<file path="src/rtl/systolic_lane_array.sv">
// Linear systolic pipeline of DEPTH stages by LANES lanes with stationary
// per-stage coefficients, per-token ALU mode tags and valid/ready flow control.
module systolic_lane_array #(
    parameter int LANES = 4,
    parameter int DEPTH = 4,
    parameter int W     = 4
) (
    input  logic                         clk,
    input  logic                         rst_n,
    input  logic [1:0]                   mode,
    input  logic                         in_valid,
    output logic                         in_ready,
    input  logic [LANES*W-1:0]           in_data,
    output logic                         out_valid,
    input  logic                         out_ready,
    output logic [LANES*W-1:0]           out_data,
    input  logic                         cfg_we,
    input  logic [W-1:0]                 cfg_data,
    output logic                         cfg_ready,
    output logic [$clog2(DEPTH+1)-1:0]   occ
);

    localparam int OW = $clog2(DEPTH+1);
    localparam int DW = LANES * W;

    localparam logic [1:0] OP_PASS = 2'd0;
    localparam logic [1:0] OP_WRAP = 2'd1;
    localparam logic [1:0] OP_SAT  = 2'd2;
    localparam logic [1:0] OP_MIN  = 2'd3;

    typedef enum logic [1:0] {
        S_EMPTY,
        S_STREAM,
        S_FULL
    } state_t;

    state_t                      state_q, state_d;
    logic [DEPTH-1:0]            v_q, v_d;
    logic [DEPTH-1:0][DW-1:0]    d_q, d_d;
    logic [DEPTH-1:0][1:0]       m_q, m_d;
    logic [DEPTH-1:0][W-1:0]     c_q, c_d;
    logic [OW-1:0]               occ_q, occ_d;

    logic [DEPTH-1:0]            src_v;
    logic [DEPTH-1:0][DW-1:0]    src_d;
    logic [DEPTH-1:0][1:0]       src_m;

    logic adv;
    logic cfg_load;
    logic accept;
    logic consume;

    function automatic logic [W-1:0] alu(
        input logic [1:0]   op,
        input logic [W-1:0] x,
        input logic [W-1:0] c
    );
        logic [W:0] sum;
        sum = {1'b0, x} + {1'b0, c};
        case (op)
            OP_PASS: alu = x;
            OP_WRAP: alu = sum[W-1:0];
            OP_SAT:  alu = sum[W] ? {W{1'b1}} : sum[W-1:0];
            OP_MIN:  alu = (x < c) ? x : c;
            default: alu = x;
        endcase
    endfunction

    assign cfg_ready = (state_q == S_EMPTY);
    assign out_valid = v_q[DEPTH-1];
    assign out_data  = d_q[DEPTH-1];
    assign occ       = occ_q;

    // Global stall, handshakes and config-over-input priority.
    always_comb begin
        adv      = !v_q[DEPTH-1] || out_ready;
        cfg_load = cfg_we && cfg_ready;
        in_ready = adv && !cfg_load;
        accept   = in_valid && in_ready;
        consume  = v_q[DEPTH-1] && out_ready;
    end

    // Each stage's operand source: stage 0 takes the input port.
    always_comb begin
        src_v = {v_q[DEPTH-2:0], accept};
        src_d = {d_q[DEPTH-2:0], in_data};
        src_m = {m_q[DEPTH-2:0], mode};
    end

    // Advance every stage together; bubbles keep their old data.
    always_comb begin
        v_d = v_q;
        d_d = d_q;
        m_d = m_q;
        if (adv) begin
            v_d = src_v;
            for (int s = 0; s < DEPTH; s++) begin
                if (src_v[s]) begin
                    m_d[s] = src_m[s];
                    for (int k = 0; k < LANES; k++) begin
                        d_d[s][k*W +: W] =
                            alu(src_m[s], src_d[s][k*W +: W], c_q[s]);
                    end
                end
            end
        end
    end

    // Serial coefficient shift-in, only while the pipeline is empty.
    always_comb begin
        c_d = c_q;
        if (cfg_load) begin
            c_d = {c_q[DEPTH-2:0], cfg_data};
        end
    end

    // Occupancy and the occupancy-derived control state.
    always_comb begin
        occ_d   = occ_q + OW'(accept) - OW'(consume);
        state_d = S_STREAM;
        if (occ_d == '0) begin
            state_d = S_EMPTY;
        end else if (occ_d == OW'(DEPTH)) begin
            state_d = S_FULL;
        end
    end

    // All state registers; reset drops every token and coefficient.
    always_ff @(posedge clk or negedge rst_n) begin
        if (!rst_n) begin
            state_q <= S_EMPTY;
            v_q     <= '0;
            d_q     <= '0;
            m_q     <= '0;
            c_q     <= '0;
            occ_q   <= '0;
        end else begin
            state_q <= state_d;
            v_q     <= v_d;
            d_q     <= d_d;
            m_q     <= m_d;
            c_q     <= c_d;
            occ_q   <= occ_d;
        end
    end

endmodule

</file>
<file path="config.mk">
export PLATFORM = sky130hd
export DESIGN_NAME = systolic_lane_array
export DESIGN_NICKNAME = d
export VERILOG_FILES = /design/src/rtl/systolic_lane_array.sv
export SDC_FILE = /design/constraint.sdc
export NUM_CORES = 1
export LEC_CHECK = 0
export CORE_ASPECT_RATIO = 0.75
export CORE_MARGIN = 5
export CORE_UTILIZATION = 55
export DETAILED_ROUTE_END_ITERATION = 8
export GPL_TIMING_DRIVEN = 0
export PLACE_DENSITY = 0.74
export RECOVER_POWER = 25
export SLEW_MARGIN = 20
export SYNTH_ARGS = -nofsm -noshare
export SYNTH_HDL_FRONTEND = slang
export SYNTH_SLANG_ARGS = --single-unit
</file>
<file path="constraint.sdc">
create_clock -name clk -period 2.7 [get_ports clk]
set_input_delay 0.54 -clock clk [delete_from_list [all_inputs] [get_ports clk]]
set_output_delay 0.54 -clock clk [all_outputs]
set_load 0.005 [all_outputs]
</file>
==> impl_summary.md, run 1 <==
Logic synthesis
The number of standard cells after synthesis is approximately 1100. The total number of yosys warnings is 0. For this run, asynchronously set or reset flops after synthesis account for 1.000. In this run, synthesis produced a sequential element count of between 90 and 100. Of the post-synthesis cell area, the dominant cell type holds 0.2421. The number of nets in the synthesized netlist is 1312.

The netlist area before placement is 9818 um2. Yosys attributes the largest share of cell area to sky130_fd_sc_hd__dfrtp_1 (24%), sky130_fd_sc_hd__ha_1 (17%), sky130_fd_sc_hd__a21oi_1 (4.9%). After synthesis, the mean cell area works out to around 8.6 um2. The cell type contributing the most total cell area after synthesis is sky130_fd_sc_hd__dfrtp_1. Counting flops with a built-in enable in the synthesized netlist gives 0. The synthesized netlist contains 70 unique library cells. The most used flip-flop cell after synthesis is sky130_fd_sc_hd__dfrtp_1. Of the synthesized area, sequential elements account for 0.2421.

Route
The met1 wire length is roughly 13000 um. The number of detailed-routing iterations run before antenna repair is 5. The routed design has 27110 um of wire. Across all layers, the routed design uses 8682 vias. The residual DRC count is 0.

In the final routed layout, each cell accounts on average for 18.75 um. The wire length on met3 is 2759 um. In the detailed route, the total length drawn on met2 is 10660 um. After detailed routing, the number of vias per cell comes to 6.004. After the first detailed-routing iteration, the DRC count stood at 936.

The highest layer touched by signal routing is met4. In this run the remaining antenna-violating nets after routing total 0.

Global route
The overall global routing resource usage is 0.2660. The first global-routing pass estimated around 44000 um of wire. Entering global routing, the biggest net connects 71 pins. The leftover overflow at the end of global routing is 0. The via count of the first global-routing pass was approximately 8300. The number of antenna violations at the first check in global routing was 0.

CTS
The depth of the CTS H-tree is 3. The sink count of the clock tree is 95. TritonCTS built the clock tree.

The clock transition at the registers of the reported paths is approximately 0.08 ns. The clock latency on the worst-skew pair is 0.35 ns. In this run, CTS created clock tree buffers numbering 9. The clock root buffer is sky130_fd_sc_hd__clkbuf_16. No sink is reached through more buffers than the 2 on the longest clock path.

In this run, post-CTS hold repair placed 0 buffers.

Timing
The final-report hold violation count is 0. Setup repair after global routing could not meet its margin everywhere. Setup violations remaining at the end of the flow were counted as 0. The post-route clock period utilization is 0.9987. The number of slew-limit violations in the final report came to 0. The shortest period the worst path allows is 2.697 ns.

At the pin with the least slew margin, the transition time is 1.410 ns. The fmax is 370.8 MHz. The setup clock skew after layout is roughly 0.011 ns. The worst slew margin relative to its limit is 0.06027.

Outcome
The run finished with clean final reports.

Floorplan
The floorplan die area is 20650 um2. After floorplanning, the core was divided into 42 placement rows. The floorplan step set the die width to 164.3 um. The floorplan step set the die height to 125.7 um. For this configuration, the core starts out at a cell density of 0.5577. For this design the top-level I/O count stands at 49. The total area inside the core boundary comes to roughly 18000 um2.

Setup path
The launching instance or port of the critical path is cfg_we. STA classifies the critical path startpoint as a primary input. The worst setup path is captured at a flop. The worst register-to-register path begins at c_q[3]. The endpoint arrival time on the critical path is between 2 and 3 ns.

The critical path class is primary input to flop. At the worst endpoint, the required time is 2.98 ns. Along the worst path, the maximum fanout reaches 10.

Placement
The cell count after placement is 1428. The number of buffers added on ports is 47. The placed wire-length estimate is 20880 um. The final RePlAce weighted congestion is 0.9591.

Cells and area
The area growth from synthesis to layout is 11.48%. The area taken by multi-input logic gates is 6803 um2. The final-layout fill cell count is 1564.

Leaving out fill and tap cells, the most frequent cell in the layout is sky130_fd_sc_hd__ha_1. The fraction of final layout cells with drive strength greater than 1 is 0.1163. The sequential cell area in the final layout is 2384 um2.

The filler-free cell count of the finished design is 1446. The post-layout net count is 1373. The library cells used most frequently in the layout, excluding fill and tap cells, are sky130_fd_sc_hd__ha_1 (130), sky130_fd_sc_hd__nor2_1 (120), sky130_fd_sc_hd__a21oi_1 (96). The number of antenna diodes in the final layout is 0.

Power and ir drop
The power per cell area is 1403 nW/um2. The overall power after layout is 15.36 mW. The maximum VDD drop is 488.5 uV. The leakage power total is 4.979 nW.

Run
The max capacitance violation total is 0.

Worst hold path
The startpoint of the worst hold path is out_data[5]. The worst hold path belongs to the class flop to flop.
[layout make-up]
cell class,instances,area share
flip-flops and latches,95,0.2178
multi-input cells,903,0.6215
clock buffers,9,0.02058
repair buffers,51,0.04504
well taps,242,0.02766
plain buffers,65,0.03372
inverters,74,0.02652
clock inverters,7,0.007202
[path summary, 6_finish.rpt]
check / to / slack (ns) / cells after the start
min in group asynchronous: c_q[3] / 0.50 / 1
max reg2reg: d_q[0] / 0.13 / 7
max in group asynchronous: c_q[9] / 0.40 / 2
min: out_data[5] / 0.49 / 2
min reg2reg: out_data[5] / 0.49 / 2
max: state_q[1] / 0.003 / 14
[power breakdown]
group / internal (mW) / switching [mW] / leakage [nW]
clock: 0.656 / 0.644 / 0.141
sequential: 2.13 / 1.34 / 1.14
combinational: 4.89 / 5.70 / 3.70
total: 7.68 / 7.68 / 4.98
[layer usage]
layer,global-route usage,vias up
met1,0.4238,4098
met2,0.3590,383
met5,0,-
met3,0.06466,45
li1,-,4156
met4,0.05868,0
[cell families after synthesis]
| family | after synthesis | share of synthesized area |
|---|---|---|
| DFF | 95 | 0.2421 |
| buffers and inverters | 140 | 0.06741 |
| adders and majority gates | 147 | 0.2003 |
| AOI/OAI and AO/OA | 327 | 0.2233 |
| and+or+nand+nor | 310 | 0.1434 |
| xor gates and xnor gates | 36 | 0.03211 |
| muxes | 83 | 0.09137 |
[stage by stage]
step                      hold slack (ns)    util  setup TNS [ns]  setup WS, ns  area (um2)
final                              0.4897  0.6217               0      0.003405       10950
after CTS                         0.03820  0.6219               0       0.03207       10950
after detailed placement           0.4185  0.6033          -2.071       -0.6491       10620
after global routing               0.5047  0.6217         -0.2052       -0.1067       10950
after global placement             0.4677  0.6016         -233.19        -2.445       10590
after floorplan                    0.2444       -               0       0.05816        9818
[Yosys cell counts (all sizes together) (18+ instances only)]
| library cell | number |
|---|---|
| ha | 130 |
| nor2 | 121 |
| a21oi | 97 |
| dfrtp | 95 |
| nand2 | 87 |
| o21ai | 79 |
| inv | 73 |
| buf | 49 |
| mux2i | 42 |
| mux2 | 41 |
| a211o | 28 |
| nor2b | 21 |
| nor3 | 21 |
| nand2b | 19 |
| o211ai | 19 |
| xnor2 | 19 |
| o221ai | 18 |
[timing repair]
item                                   4_1_cts  5_1_grt
setup endpoints to repair                    7        9
endpoints found under the hold margin        0        0
resized for setup                            7        4
pin swaps                                    2        2
buffers inserted                             2        1
[critical path: stages]
cell and delay (ns):
sky130_fd_sc_hd__clkdlybuf4s50_1 0.46, sky130_fd_sc_hd__nor3b_4 0.24, sky130_fd_sc_hd__nor2_4 0.07, sky130_fd_sc_hd__and2_4 0.16, sky130_fd_sc_hd__buf_6 0.15, sky130_fd_sc_hd__inv_12 0.06, sky130_fd_sc_hd__ha_1 0.22, sky130_fd_sc_hd__inv_1 0.06
sky130_fd_sc_hd__ha_1 0.14, sky130_fd_sc_hd__inv_1 0.05, sky130_fd_sc_hd__fa_2 0.35, sky130_fd_sc_hd__xnor2_2 0.18, sky130_fd_sc_hd__xnor2_2 0.14, sky130_fd_sc_hd__nor2b_1 0.16
[sequential cells by signal, indices dropped and copies added, names as in the netlist]
register / cells
v_q: 4
m_q: 6
out_data: 16
occ: 3
c_q: 16
state_q: 2
d_q: 48
(Power assumes the default switching activity.)
==> run 2: changes to the inputs <==
- CORE_ASPECT_RATIO: 0.75 -> 0.7
- CTS_CLUSTER_SIZE: not set -> 24
==> impl_summary.md, run 2 (synthesized netlist as in run 1, its figures left out) <==
Route
The number of detailed-routing iterations run before antenna repair is 5 (unchanged). The iteration-0 DRC count of the detailed router was 1011 (+8.0%). The total vias in the final route came to 8800 (+1.4%). The total wire length after detailed routing is 27590 um (+1.7%). The residual antenna-violating net count after detailed routing came to 0 (unchanged). The detailed-route wire length per cell was 19.26 um (+2.7%).

The via count normalized by instance count is 6.145 (+2.4%). The residual DRC count is 0 (unchanged).

Floorplan
The die span in y is 121.8 um (-3.1%). The number of rows in the core area was 40 (-4.8%). The starting density of the core is 0.5653 (+0.007634). The die width was 169.7 um (+3.3%). The area inside the core boundary is 17370 um2 (-1.4%). The floorplan die area is 20670 um2 (about the same). The number of ports placed on the die boundary came to 49 (unchanged).

Timing
The transition time at the pin with the least slew margin is 1.802 ns (+0.3926 ns). The worst hold margin is 0.4776 ns (-0.01211 ns). The post-route clock period utilization is 0.9737 (-0.02503).

Setup repair after global routing left no endpoint under its margin. The shortest period the worst path allows was 2.629 ns (-0.06757 ns). The final critical-path setup slack is 0.07098 ns (+0.06757 ns). The final count of negative-setup-slack endpoints is 0 (unchanged). The total negative slack was 0 ns (unchanged). The number of slew-limit violations in the final report is 39 (+39). The final-report hold violation count is 0 (unchanged). The worst slew margin relative to its limit is -0.2015 (-0.2617). The fmax is 380.4 MHz (+2.6%).

The setup clock skew after layout is 0.01542 ns (+0.004398 ns).

Setup path
STA classifies the critical path startpoint as a flop. For this design, the slowest cell found on the critical path is sky130_fd_sc_hd__dfrtp_1. The critical path goes through ha_1, fa_1, xnor2_1, mux2_2, o221ai_1, a21oi_1, a211o_1. In this run the worst setup path begins at c_q[8]. The biggest cell delay along the critical path came to 0.58 ns (+0.12 ns). The critical path in this run is classified as flop to flop. The endpoint arrival time on the critical path is 2.88 ns (-0.10 ns).

The sort of element at the end of the critical path is a flop. The peak fanout along the critical path is 14 (+4). The reg-to-reg startpoint is c_q[8]. The worst endpoint required time came to 2.95 ns (-0.03 ns).

CTS
The tree is rooted in a sky130_fd_sc_hd__clkbuf_16. The sink count of the clock tree is 95 (unchanged). The clock latency on the worst-skew pair is 0.36 ns (about the same).

The clock tree from TritonCTS is done. The clock transition at the registers of the reported paths is 0.08 ns (about the same). The number of buffers added to fix hold violations after cts is 0 (unchanged). The depth of the CTS H-tree is 3 (unchanged). The maximum root-to-sink buffer count is 2 (unchanged). The number of CTS-inserted buffers is 9 (unchanged).

Global route
The wire length of the first global-routing pass is 44400 um (+0.42%). The overall global routing resource usage was 0.2696 (+0.003592). The maximum number of pins on one net before global-route repair came to 59 (-17%). The number of antenna violations at the first check in global routing is 0 (unchanged). The via count of the first global-routing pass came to 8158 (-2.2%). The leftover overflow at the end of global routing was 0 (unchanged).

Cells and area
The final-layout fill cell count came to 1520 (-2.8%). The largest register by flop count is d_q. The filler-free cell count of the finished design is 1432 (-0.97%).

Compared with the post-synthesis result, the final layout area differs by 11.11%. The diode insertion count for antenna repair is 0 (unchanged). The post-layout net count is 1370 (-0.22%). The fraction of final layout cells with drive strength greater than 1 is 0.1132 (-0.003040). The cell area after layout is 10910 um2 (-0.33%).

The most common cell after layout, fill and taps aside is sky130_fd_sc_hd__ha_1. The number of flip-flops in the largest register was 48 (unchanged). The final core area utilization is 0.6282 (+0.006422). In the layout the commonest cells are sky130_fd_sc_hd__ha_1 (130), sky130_fd_sc_hd__nor2_1 (120), sky130_fd_sc_hd__a21oi_1 (96).

Placement
The number of buffers added on ports is 47 (unchanged). The placed wire-length estimate is 21570 um (+3.3%). The post-placement cell area is 10610 um2 (-0.13%). The final RePlAce weighted congestion is 0.9546 (-0.47%). The cell count after placement is 1417 (-0.77%). The post-place setup slack is -0.6467 ns (+0.002462 ns).

Power and ir drop
The leakage power total was 4.980 nW (about the same). The overall power after layout is 15.36 mW (about the same). The power per cell area is 1408 nW/um2 (+0.32%). The maximum VDD drop is 684.7 uV (+40%).

Outcome
The flow ran to the end, but the final reports show violations. The final reports fail on capacitance limit, slew limit.

Run
The max capacitance violation total is 1 (+1).

Worst hold path
The worst hold path class is flop to flop. The startpoint of the worst hold path is occ[2].
==> run 2: cell types whose count changed in the layout (fill, tap and decap cells not counted), sizes merged <==
| cell | delta |
|---|---|
| buf | -2 |
| clkdlybuf4s25 | +1 |
| clkdlybuf4s50 | -1 |
| clkinv | -3 |
| clkinvlp | -1 |
| dlygate4sd2 | -1 |
| dlymetal6s2s | +2 |
| inv | +2 |
==> run 2: path summary, 6_finish.rpt <==
check	end	cells past startpoint	slack [ns]
worst max-delay path	d_q[38]	7	0.07
worst min-delay path	occ[2]	1	0.48
worst max register to register	d_q[38]	7	0.07
worst min register to register	occ[2]	1	0.48
max in group asynchronous	c_q[9]	2	0.53
min in group asynchronous	c_q[1]	1	0.85
==> run 2: final cells by class <==
type                       instances  area [um2]  area share
sequential                        95        2387      0.2188
buffer                            64       357.8     0.03280
clock inverter                     5       45.04    0.004129
timing repair buffer              49       494.2     0.04530
multi-input combinational        903        6793      0.6227
tap                              231       289.0     0.02649
inverter                          74       290.3     0.02661
clock buffer                      11       252.7     0.02317
==> run 2: where the power goes <==
part / switching [mW] / leakage (nW) / internal [mW]
logic: 5.72 / 3.69 / 4.86
clock network: 0.619 / 0.145 / 0.693
registers: 1.33 / 1.14 / 2.14
total: 7.67 / 4.98 / 7.69
==> run 2: layer usage <==
layer	vias to the layer above	part of all wire	track usage
met5	-	0.0026	0.02657
met4	2	0.0064	0.03720
met3	21	0.11	0.07460
met2	387	0.38	0.3516
met1	4224	0.50	0.4385
li1	4166	-	-
==> run 2: what timing repair did <==
action	4_1_cts	5_1_grt
buffers inserted	0	1
setup endpoints to repair	6	34
hold endpoints to repair	0	0
resized for setup	3	10
pin swaps	0	5
==> run 2: critical path, delay by kind of cell, from the launching register on <==
family | cells | cell delay, ns
muxes | 1 | 0.28
xor gates and xnor gates | 1 | 0.19
AOI/OAI and AO/OA | 3 | 0.69
DFF | 1 | 0.58
adders and majority gates | 2 | 0.77
==> run 3: changes to the inputs <==
- REMOVE_ABC_BUFFERS: not set -> 1
- SKIP_CTS_REPAIR_TIMING: not set -> 1
==> impl_summary.md, run 3 (synthesized netlist as in run 1, its figures left out) <==
Power and ir drop
The clock group share of total power is 0.098 (+0.013). The share of power burned in registers came to 0.251 (+0.025). The net switching component of the power was 7.178 mW (-6.4%). The power per cell area is 1391 nW/um2 (-1.2%).

The leakage power total is 4.760 nW (-4.4%). The share of power burned in combinational logic is 0.651 (-0.038). The cell internal power dissipation is 7.568 mW (-1.6%). The switching fraction of total power is 0.4868 (-0.01254). The maximum VDD drop is 630.4 uV (-7.9%).

Worst hold path
In this run the worst hold path is classified as primary input to asynchronous set/reset pin.

Floorplan
The number of rows in the core area is 40 (unchanged). The area inside the core boundary was 17370 um2 (unchanged). The starting density of the core was 0.5653 (unchanged). The die span in y is 121.8 um (unchanged). The die width came to 169.7 um (unchanged). The floorplan die area came to 20670 um2 (unchanged). The number of ports placed on the die boundary is 49 (unchanged).

Placement
The cell count after placement was 1354 (-4.4%). The post-placement cell area is 10270 um2 (-3.1%). The final RePlAce weighted congestion is 0.8958 (-6.2%). The number of buffers added on ports is 48 (+2.1%). The placed wire-length estimate was 18160 um (-16%).

Timing
The post-route clock period utilization came to 0.9905 (+0.01679). The number of slew-limit violations in the final report is 0 (-100%). The fmax is 373.9 MHz (-1.7%). The setup clock skew after layout is 0.01320 ns (-0.002216 ns).

The transition time at the pin with the least slew margin was 1.127 ns (-0.6755 ns). The worst slew margin relative to its limit is 0.2489 (+0.4504). Setup repair after global routing could not meet its margin everywhere. The shortest period the worst path allows was 2.674 ns (+0.04533 ns). The total negative slack is 0 ns (unchanged). The final-report hold violation count is 0 (unchanged). The final count of negative-setup-slack endpoints is 0 (unchanged).

Setup path
The slowest stage of the critical path belongs to the cell sky130_fd_sc_hd__clkdlybuf4s50_1. The signal on the critical path passes through clkdlybuf4s50_1, nor2b_4, nor2_4, and2_4, clkinv_8, ha_1, inv_1, ha_1, inv_1, fa_1, xnor2_1, xnor2_1, nor2b_1. The startpoint identified for the worst register-to-register timing path is c_q[7]. The kind of start point of the critical path is a primary input.

The sort of element at the end of the critical path is a flop. The most critical setup path has its startpoint at out_ready. The peak fanout along the critical path came to 25 (+11). The endpoint arrival time on the critical path was 2.96 ns (+0.08 ns). The critical path class is primary input to flop. The depth of the worst register-to-register path is 7 (unchanged). The worst register-to-register path ends at d_q[28].

The worst endpoint required time came to 2.98 ns (+0.03 ns). The reg-to-reg setup timing slack is 0.18 ns (+0.11 ns). The endpoint of the worst setup timing path is state_q[1]. The biggest cell delay along the critical path is 0.53 ns (-0.05 ns).

Cells and area
The largest register by flop count is d_q. The diode insertion count for antenna repair is 0 (unchanged). The final-layout fill cell count came to 1518 (-0.13%).

The area growth from synthesis to layout is 7.991%. The number of flip-flops in the largest register came to 48 (unchanged). Leaving out fill and tap cells, the most frequent cells in the layout are sky130_fd_sc_hd__ha_1 (130), sky130_fd_sc_hd__nor2_1 (120), sky130_fd_sc_hd__a21oi_1 (96). The fraction of final layout cells with drive strength greater than 1 came to 0.08319 (-0.03005). The filler-free cell count of the finished design is 1373 (-4.1%). The cell area after layout is 10600 um2 (-2.8%).

The post-layout net count is 1311 (-4.3%). The library cell used most frequently in the layout, excluding fill and tap cells, is sky130_fd_sc_hd__ha_1.

Route
The total wire length after detailed routing is 24070 um (-13%). The residual antenna-violating net count after detailed routing came to 0 (unchanged). The highest metal layer used by the detailed router is met4. The residual DRC count is 0 (unchanged). The detailed-route wire length per cell was 17.53 um (-9.0%). The met1 wire length is 12080 um (-13%). The via count normalized by instance count is 6.048 (-1.6%). The wire length on met3 came to 1834 um (-40%). The total vias in the final route is 8304 (-5.6%). The iteration-0 DRC count of the detailed router is 754 (-25%). The number of detailed-routing iterations run before antenna repair is 5 (unchanged). The wire length on met2 is 9958 um (-4.3%).

Global route
The via count of the first global-routing pass is 7870 (-3.5%). The overall global routing resource usage is 0.2398 (-0.02980). The wire length of the first global-routing pass is 40800 um (-8.1%).

The leftover overflow at the end of global routing is 0 (unchanged). The number of antenna violations at the first check in global routing is 0 (unchanged). The maximum number of pins on one net before global-route repair came to 78 (+32%).

CTS
The clock latency on the worst-skew pair is 0.36 ns (about the same). The clock transition at the registers of the reported paths came to 0.07 ns (about the same). The clock root buffer is sky130_fd_sc_hd__clkbuf_16. TritonCTS built the clock tree. The maximum root-to-sink buffer count was 2 (unchanged).

The number of CTS-inserted buffers is 9 (unchanged). The depth of the CTS H-tree was 3 (unchanged). The sink count of the clock tree is 95 (unchanged).

Outcome
The run finished with clean final reports.

Run
The max capacitance violation total is 0 (-1).
-- run 3: final cells by class --
cell class,instances,area [um2],share of cell area
timing repair buffer,54,524.3,0.04945
clock inverter,3,65.06,0.006136
inverter,74,290.3,0.02738
multi-input combinational,903,6788,0.6402
sequential,95,2386,0.2250
clock buffer,13,260.3,0.02455
tap,231,289.0,0.02726
-- run 3: per-stage QoR --
stage | utilization | hold slack, ns | power (mW) | setup WS [ns]
after floorplan | - | 0.2444 | 10.64 | -0.5351
after global placement | 0.5880 | 0.4623 | 12.75 | -2.648
after detailed placement | 0.5915 | 0.3974 | 13.14 | -0.6502
after CTS | 0.6102 | 0.01649 | 14.67 | -0.3150
after global routing | 0.6105 | 0.4634 | 16.23 | -0.1591
final | 0.6105 | 0.3350 | 14.75 | 0.02565
-- run 3: critical path, delay by kind of cell --
family	cells	cell delay [ns]
buf+inv	4	0.76
xor+xnor	2	0.32
fa+ha+maj	3	0.81
simple gates	4	0.50
-- run 3: how the worst min path moves through the flow --
stage | start | to | slack [ns] | cells after the start
floorplan | rst_n | c_q[0] | 0.24 | 0
global placement | out_data[6] | out_data[6] | 0.46 | 2
detailed placement | rst_n | out_data[13] | 0.40 | 1
CTS | rst_n | out_data[13] | 0.02 | 1
global route | rst_n | out_data[13] | 0.46 | 1
finish | rst_n | out_data[13] | 0.34 | 1
-- run 3: routing by layer --
layer  GRT usage  vias to the layer above
li1            -                     4039
met1      0.3838                     4012
met2      0.3427                      235
met3     0.03600                       18
met4     0.03922                        0
met5           0                        -
-- run 3: power groups by stage --
stage | combinational [mW] | clock (mW) | sequential, mW
after floorplan | 7.47 | 0 | 3.16
after global placement | 9.11 | 0 | 3.65
after detailed placement | 9.44 | 0 | 3.69
after CTS | 9.53 | 1.47 | 3.67
after global routing | 10.8 | 1.53 | 3.88
final | 9.59 | 1.45 | 3.71
